[src/rtl/fp_pkg.sv]
// rtl/fp_pkg.sv - shared binary32 constants, field widths and controller state type
//
// Purpose: common definitions for the sequential single-precision multiplier.
// Ports: none (package).
package fp_pkg;

  localparam int SIGN_W = 1;
  localparam int EXP_W  = 8;
  localparam int FRAC_W = 23;
  localparam int MANT_W = 24;
  localparam int PROD_W = 48;

  localparam int              FP_BIAS    = 127;
  localparam int              FP_EXP_MAX = 255;
  localparam logic [31:0]     FP_QNAN    = 32'h7FC0_0000;

  typedef enum logic [2:0] {
    S_IDLE  = 3'd0,
    S_CHECK = 3'd1,
    S_MULT  = 3'd2,
    S_NORM  = 3'd3,
    S_OUT   = 3'd4
  } state_t;

endpackage

[src/rtl/fp_unpack.sv]
// rtl/fp_unpack.sv - combinational split of one binary32 operand into fields and class flags
//
// Purpose: decode sign/exponent/mantissa with hidden bit; exponent-0 inputs
// are flushed to zero (no subnormal support).
// Ports:
//   op      in  32  packed operand
//   sign    out 1   sign bit
//   exp     out 8   biased exponent
//   mant    out 24  mantissa with hidden 1 (0 when flushed)
//   is_zero out 1   exponent 0 (zero or flushed subnormal)
//   is_inf  out 1   exponent 255, fraction 0
//   is_nan  out 1   exponent 255, fraction non-zero
module fp_unpack
  import fp_pkg::*;
(
  input  logic [31:0]       op,
  output logic              sign,
  output logic [EXP_W-1:0]  exp,
  output logic [MANT_W-1:0] mant,
  output logic              is_zero,
  output logic              is_inf,
  output logic              is_nan
);

  logic [FRAC_W-1:0] frac;
  logic              exp_max;

  assign sign    = op[FRAC_W+EXP_W +: SIGN_W];
  assign exp     = op[FRAC_W +: EXP_W];
  assign frac    = op[FRAC_W-1:0];
  assign exp_max = (exp == EXP_W'(FP_EXP_MAX));
  assign is_zero = (exp == '0);
  assign is_inf  = exp_max && (frac == '0);
  assign is_nan  = exp_max && (frac != '0);
  assign mant    = is_zero ? '0 : {1'b1, frac};

endmodule

[src/rtl/fp_mul_seq.sv]
// rtl/fp_mul_seq.sv - multi-cycle binary32 multiplier with shift-add mantissa datapath
//
// Purpose: accept two operands, screen special values, multiply mantissas one
// multiplier bit per cycle, normalize, round/truncate and return the product.
// Optional feature macro: FP_MUL_RNE_EN (round-to-nearest-even; truncation otherwise).
// Ports:
//   clk, rst_n        clock, asynchronous active-low reset
//   in_valid/in_ready operand handshake (in_ready high only in IDLE)
//   Float_num_A/B     32-bit operands
//   out_valid/out_ready result handshake (result held until accepted)
//   Float_result      32-bit packed product
//   busy              high in every state except IDLE
module fp_mul_seq
  import fp_pkg::*;
(
  input  logic        clk,
  input  logic        rst_n,
  input  logic        in_valid,
  output logic        in_ready,
  input  logic [31:0] Float_num_A,
  input  logic [31:0] Float_num_B,
  output logic        out_valid,
  input  logic        out_ready,
  output logic [31:0] Float_result,
  output logic        busy
);

  localparam logic signed [9:0] E_MAX = 10'(FP_EXP_MAX);

  state_t             state_q, state_d;
  logic [31:0]        a_q, a_d, b_q, b_d;
  logic [PROD_W-1:0]  acc_q, acc_d;
  logic [4:0]         cnt_q, cnt_d;
  logic [31:0]        result_q, result_d;

  logic              sa, sb, za, zb, ia, ib, na, nb;
  logic [EXP_W-1:0]  ea, eb;
  logic [MANT_W-1:0] ma, mb;

  fp_unpack u_unpack_a (.op(a_q), .sign(sa), .exp(ea), .mant(ma),
                        .is_zero(za), .is_inf(ia), .is_nan(na));
  fp_unpack u_unpack_b (.op(b_q), .sign(sb), .exp(eb), .mant(mb),
                        .is_zero(zb), .is_inf(ib), .is_nan(nb));

  logic sign_r, nan_case, inf_case, zero_case;
  assign sign_r    = sa ^ sb;
  assign nan_case  = na || nb || (ia && zb) || (ib && za);
  assign inf_case  = ia || ib;
  assign zero_case = za || zb;

  // Normalization and packing of the accumulated product
  logic signed [9:0] e_norm;
  logic [FRAC_W-1:0] frac_n;
  logic [31:0]       norm_result;
`ifdef FP_MUL_RNE_EN
  logic guard, sticky, carry;
`endif

  always_comb begin
    e_norm = {2'b00, ea} + {2'b00, eb} - 10'(FP_BIAS);
    if (acc_q[PROD_W-1]) begin
      frac_n = acc_q[46:24];
      e_norm = e_norm + 10'sd1;
`ifdef FP_MUL_RNE_EN
      guard  = acc_q[23];
      sticky = |acc_q[22:0];
`endif
    end else begin
      frac_n = acc_q[45:23];
`ifdef FP_MUL_RNE_EN
      guard  = acc_q[22];
      sticky = |acc_q[21:0];
`endif
    end
`ifdef FP_MUL_RNE_EN
    carry = 1'b0;
    if (guard && (sticky || frac_n[0])) begin
      // Carry out of the fraction means mantissa rolled to 2.0: frac wraps to 0
      {carry, frac_n} = {1'b0, frac_n} + 24'd1;
    end
    if (carry) e_norm = e_norm + 10'sd1;
`endif
    if (e_norm >= E_MAX)       norm_result = {sign_r, 8'hFF, 23'd0};
    else if (e_norm <= 10'sd0) norm_result = {sign_r, 31'd0};
    else                       norm_result = {sign_r, e_norm[7:0], frac_n};
  end

  // State register and datapath registers
  always_ff @(posedge clk or negedge rst_n) begin
    if (!rst_n) begin
      state_q  <= S_IDLE;
      a_q      <= '0;
      b_q      <= '0;
      acc_q    <= '0;
      cnt_q    <= '0;
      result_q <= '0;
    end else begin
      state_q  <= state_d;
      a_q      <= a_d;
      b_q      <= b_d;
      acc_q    <= acc_d;
      cnt_q    <= cnt_d;
      result_q <= result_d;
    end
  end

  // Next-state logic
  always_comb begin
    state_d = state_q;
    case (state_q)
      S_IDLE:  if (in_valid) state_d = S_CHECK;
      S_CHECK: state_d = (nan_case || inf_case || zero_case) ? S_OUT : S_MULT;
      S_MULT:  if (cnt_q == 5'd23) state_d = S_NORM;
      S_NORM:  state_d = S_OUT;
      S_OUT:   if (out_ready) state_d = S_IDLE;
      default: state_d = S_IDLE;
    endcase
  end

  // Datapath next values
  always_comb begin
    a_d      = a_q;
    b_d      = b_q;
    acc_d    = acc_q;
    cnt_d    = cnt_q;
    result_d = result_q;
    case (state_q)
      S_IDLE: begin
        if (in_valid) begin
          a_d = Float_num_A;
          b_d = Float_num_B;
        end
      end
      S_CHECK: begin
        if (nan_case)       result_d = FP_QNAN;
        else if (inf_case)  result_d = {sign_r, 8'hFF, 23'd0};
        else if (zero_case) result_d = {sign_r, 31'd0};
        else begin
          acc_d = '0;
          cnt_d = '0;
        end
      end
      S_MULT: begin
        if (mb[cnt_q]) acc_d = acc_q + ({24'd0, ma} << cnt_q);
        // Wrap to 0 so the counter idles at its reset value
        cnt_d = (cnt_q == 5'd23) ? 5'd0 : cnt_q + 5'd1;
      end
      S_NORM:  result_d = norm_result;
      default: ;
    endcase
  end

  // Outputs
  always_comb begin
    in_ready     = (state_q == S_IDLE);
    busy         = (state_q != S_IDLE);
    out_valid    = (state_q == S_OUT);
    Float_result = result_q;
  end

endmodule

[config.mk]
export PLATFORM = sky130hd
export DESIGN_NAME = fp_mul_seq
export DESIGN_NICKNAME = d
export VERILOG_FILES = /design/src/rtl/fp_pkg.sv /design/src/rtl/fp_unpack.sv /design/src/rtl/fp_mul_seq.sv
export SDC_FILE = /design/constraint.sdc
export NUM_CORES = 1
export LEC_CHECK = 0
export ABC_CLOCK_PERIOD_IN_PS = 5200
export BUFFER_PORTS_ARGS = -buffer_cell sky130_fd_sc_hd__buf_2
export CORE_MARGIN = 10
export CORE_UTILIZATION = 40
export CTS_CLUSTER_SIZE = 40
export DETAILED_ROUTE_END_ITERATION = 10
export PLACE_DENSITY_LB_ADDON = 0.08
export SYNTH_ARGS = -nofsm -noshare
export SYNTH_HDL_FRONTEND = slang
export SYNTH_SLANG_ARGS = --single-unit
[constraint.sdc]
create_clock -name clk -period 5.2 [get_ports clk]
set_clock_uncertainty 0.2 [all_clocks]
set_input_delay 1.04 -clock clk [delete_from_list [all_inputs] [get_ports clk]]
set_output_delay 1.04 -clock clk [all_outputs]
set_load 0.01 [all_outputs]
==> impl_metrics.ini <==
[sta]
finalCriticalPeriod_ns = 4.92
setup_violations = 0
fin_tns_setup_ns = 0
worst_slew_pin_slew_ns = 0.838
rsz0062_at_grt = no
setup_slack_ns = 0.284
slew_viol_final = 0
fmax_mhz = 203
fin_crit_sh = 0.945
hold_violations = 0
slew_headroom = 0.441

[pwr]
ir_worst_vdd_uv = 288
power_per_cell_area_nw_per_um2 = 699
p_leak_nw = 5.93
p_int_mw = 4.65
pwr-share-clk = 0.143
p_switching_mw = 4.47
switching_share = 0.490
combPwrFrac = 0.635
power_frac_seq = 0.222

[grt]
antenna_found_initial = 0
grt_usage = 0.188
grt.overflow.total = 0
grt_first_pass_wirelength_um = 55100
first_global_vias = 9954
grt_start_max_net_pins = 78

[floorplan]
coreArea_sq_um = 28500
io_pins = 103
die_h_um = 190
row_count = 62
die_x_um = 190
fp.dieArea_sq_um = 36000
initial_core_util = 0.404

[cells_and_area]
seq_area_sq_um = 3810
diodes = 0
area_growth_pct = 13.2
fin_nets = 1477
drive_gt1_frac = 0.208
multiInputGateArea_sq_um = 7220
fillers = 2876

[placed_design]
hpwl_um = 25500
place.gp.congestion = 0.945
dp_slack_ns = 0.235
portBuffers = 102

[worst_setup_path]
path_cells = inv_2 -> mux2i_1 -> nand2_1 -> nand2_1 -> nor2_1 -> a41oi_1 -> nor2_1 -> ha_1 -> a21oi_1 -> o21ai_0 -> a31oi_1 -> or3b_1 -> a211o_1 -> a2111oi_2 -> nor3_1 -> xor2_1 -> a22o_1
crit_slowest_cell = dfrtp_1
crit_arrival_ns = 5.04
cp.required_ns = 5.32
crit_path_max_fanout = 19
end_kind = flip-flop
critPathMaxStageDelay_ns = 0.77
start_kind = flip-flop
worst-setup-path-type = flip-flop to flip-flop

[logic_synthesis]
syn_nets = 1402
netlist_instances = 1267
ys_seq_area_frac = 0.330
synthArstFlopShare = 1.00
avgSynthCellArea_sq_um = 9.10
yosys.area.top_type = dfrtp_1
yosys-top-cells-area = dfrtp_1 33%, mux2_2 7.1%, ha_1 7.1%
synth.ff_latch_count = 152
ys_warn_count = 0
synth_top_area_share = 0.330
synth_cell_types = 79
synth_ff_type = dfrtp_1
synth_area_sq_um = 11500
synth_edf_count = 0

[clock_network]
cts_buffers = 17
cts_sinks = 152
h-tree-depth = 4
clk_path_buf_depth = 2
cts_tree = yes
clk_latency_ns = 0.45
postCtsHoldBufs = 0
cts_root_buffer = clkbuf_16
cts.clk_slew.worst_paths_ns = 0.08

[run_status]
outcome = complete, no violations

[min_path]
hold_class = flip-flop to flip-flop

[detailed_routing]
wl_per_cell_um = 19.3
first_pass_iters = 5
dr_total_vias = 9959
wl_um = 33600
postRouteAntennaNets = 0
vias_per_cell = 5.73
drtIter0Drc = 684
drc = 0

[job]
drv_cap = 0
==> worst max-delay path: cells and delay by family, from the launching register on <==
| kind | cells | cell delay [ns] |
|---|---|---|
| and+or+nand+nor | 6 | 0.90 |
| buffers and inverters | 1 | 0.38 |
| AOI/OAI and AO/OA | 7 | 1.69 |
| muxes | 1 | 0.34 |
| DFF | 1 | 0.77 |
| xor gates and xnor gates | 1 | 0.16 |
| adders and majority gates | 1 | 0.38 |
==> power by group through the flow <==
stage	logic, mW	clock network, mW	registers [mW]
3_5_place_dp	5.72	0	2.06
4_1_cts	5.75	1.33	2.03
5_1_grt	6.42	1.38	2.10
3_3_place_gp	5.70	0	2.05
6_report	5.80	1.31	2.02
2_1_floorplan	4.45	0	1.89
==> path summary, 6_finish.rpt <==
check | from | endpoint | slack, ns | cells after the start
setup / recovery | cnt_q[2] | acc_q[46] | 0.28 | 17
hold / removal | Float_result[15] | Float_result[15] | 0.27 | 2
setup reg to reg | cnt_q[2] | acc_q[46] | 0.28 | 17
hold reg to reg | Float_result[15] | Float_result[15] | 0.27 | 2
max in group asynchronous | rst_n | cnt_q[0] | 3.43 | 2
min in group asynchronous | rst_n | Float_result[29] | 0.43 | 1
==> timing repair <==
| action | in CTS | in global routing |
|---|---|---|
| resized for setup | 0 | 2 |
| setup buffers | 0 | 1 |
| endpoints found under the setup margin | 0 | 15 |
==> cells by family (layout without fill, tap and decap cells) <==
logic type                 count (synthesis)  count (layout)  synth area share
buffers and inverters                    111             199            0.0456
xor gates and xnor gates                  54              54            0.0410
adders and majority gates                 67              67            0.0740
DFF                                      152             152             0.330
AOI/OAI and AO/OA                        358             358             0.206
muxes                                    135             135             0.140
and+or+nand+nor                          390             390             0.164
==> layer usage <==
layer | vias up | GRT usage | share of wire
li1 | 4896 | - | -
met1 | 4812 | 0.258 | 0.48
met2 | 227 | 0.302 | 0.46
met3 | 24 | 0.0331 | 0.043
met4 | 0 | 0.0391 | 0.010
met5 | - | 0 | 0
==> placed cells by master (no fill, tap or decap), types with 7 or more instances in the layout <==
cell type	instances
buf_4	38
o211ai_1	10
xnor2_1	29
mux2i_1	48
nor2b_1	13
a22o_1	48
mux4_2	14
ha_1	65
o21ai_0	92
and3_1	14
buf_2	101
xor2_1	25
nand2_1	136
nand3_1	35
a211oi_1	11
a21oi_1	79
o31ai_1	8
nor3_1	26
inv_1	23
nor4_1	16
o22ai_1	7
dfrtp_1	151
mux2_2	73
nand4_1	26
a21o_1	27
a31oi_1	20
nor2_1	81
clkbuf_16	17
o21a_1	8
==> through the flow <==
step,instance area (sq um),cells,utilization,hold slack [ns],total power [mW]
2_1_floorplan,11500,1267,-,0.267,6.34
3_3_place_gp,12400,1706,0.435,0.255,7.75
3_5_place_dp,12400,1706,0.435,0.265,7.77
4_1_cts,13000,1738,0.456,0.281,9.11
5_1_grt,13100,1739,0.457,0.297,9.90
6_report,13100,1739,0.457,0.271,9.13
==> final cells by class <==
type                       instances  share of cell area
clock buffer                      17              0.0326
clock inverter                    15              0.0143
inverter                          25             0.00719
multi-input combinational       1004               0.553
sequential                       152               0.292
tap                              384              0.0368
timing repair buffer             142              0.0640
==> synth_stat cells, types with 4 or more instances <==
library cell	instances
dfrtp_1	152
nand2_1	136
o21ai_0	92
nor2_1	81
a21oi_1	79
mux2_2	73
ha_1	65
clkbuf_1	58
a22o_1	48
mux2i_1	48
nand3_1	35
xnor2_1	29
a21o_1	27
nand4_1	26
nor3_1	26
xor2_1	25
inv_1	23
a31oi_1	20
nor4_1	16
and3_1	15
mux4_2	14
nor2b_1	13
a211oi_1	11
o211ai_1	10
buf_2	9
o21a_1	8
o31ai_1	8
o22ai_1	7
and2_1	6
buf_1	6
buf_6	6
o21bai_1	6
a221oi_1	5
nand2b_1	4
or3b_1	4
==> sequential cells by signal, indices dropped and copies added (netlist names) <==
signal / flops
state_q: 3
a_q: 32
cnt_q: 5
Float_result: 32
b_q: 32
acc_q: 48
Note: power is estimated with default switching activity, not from simulation.
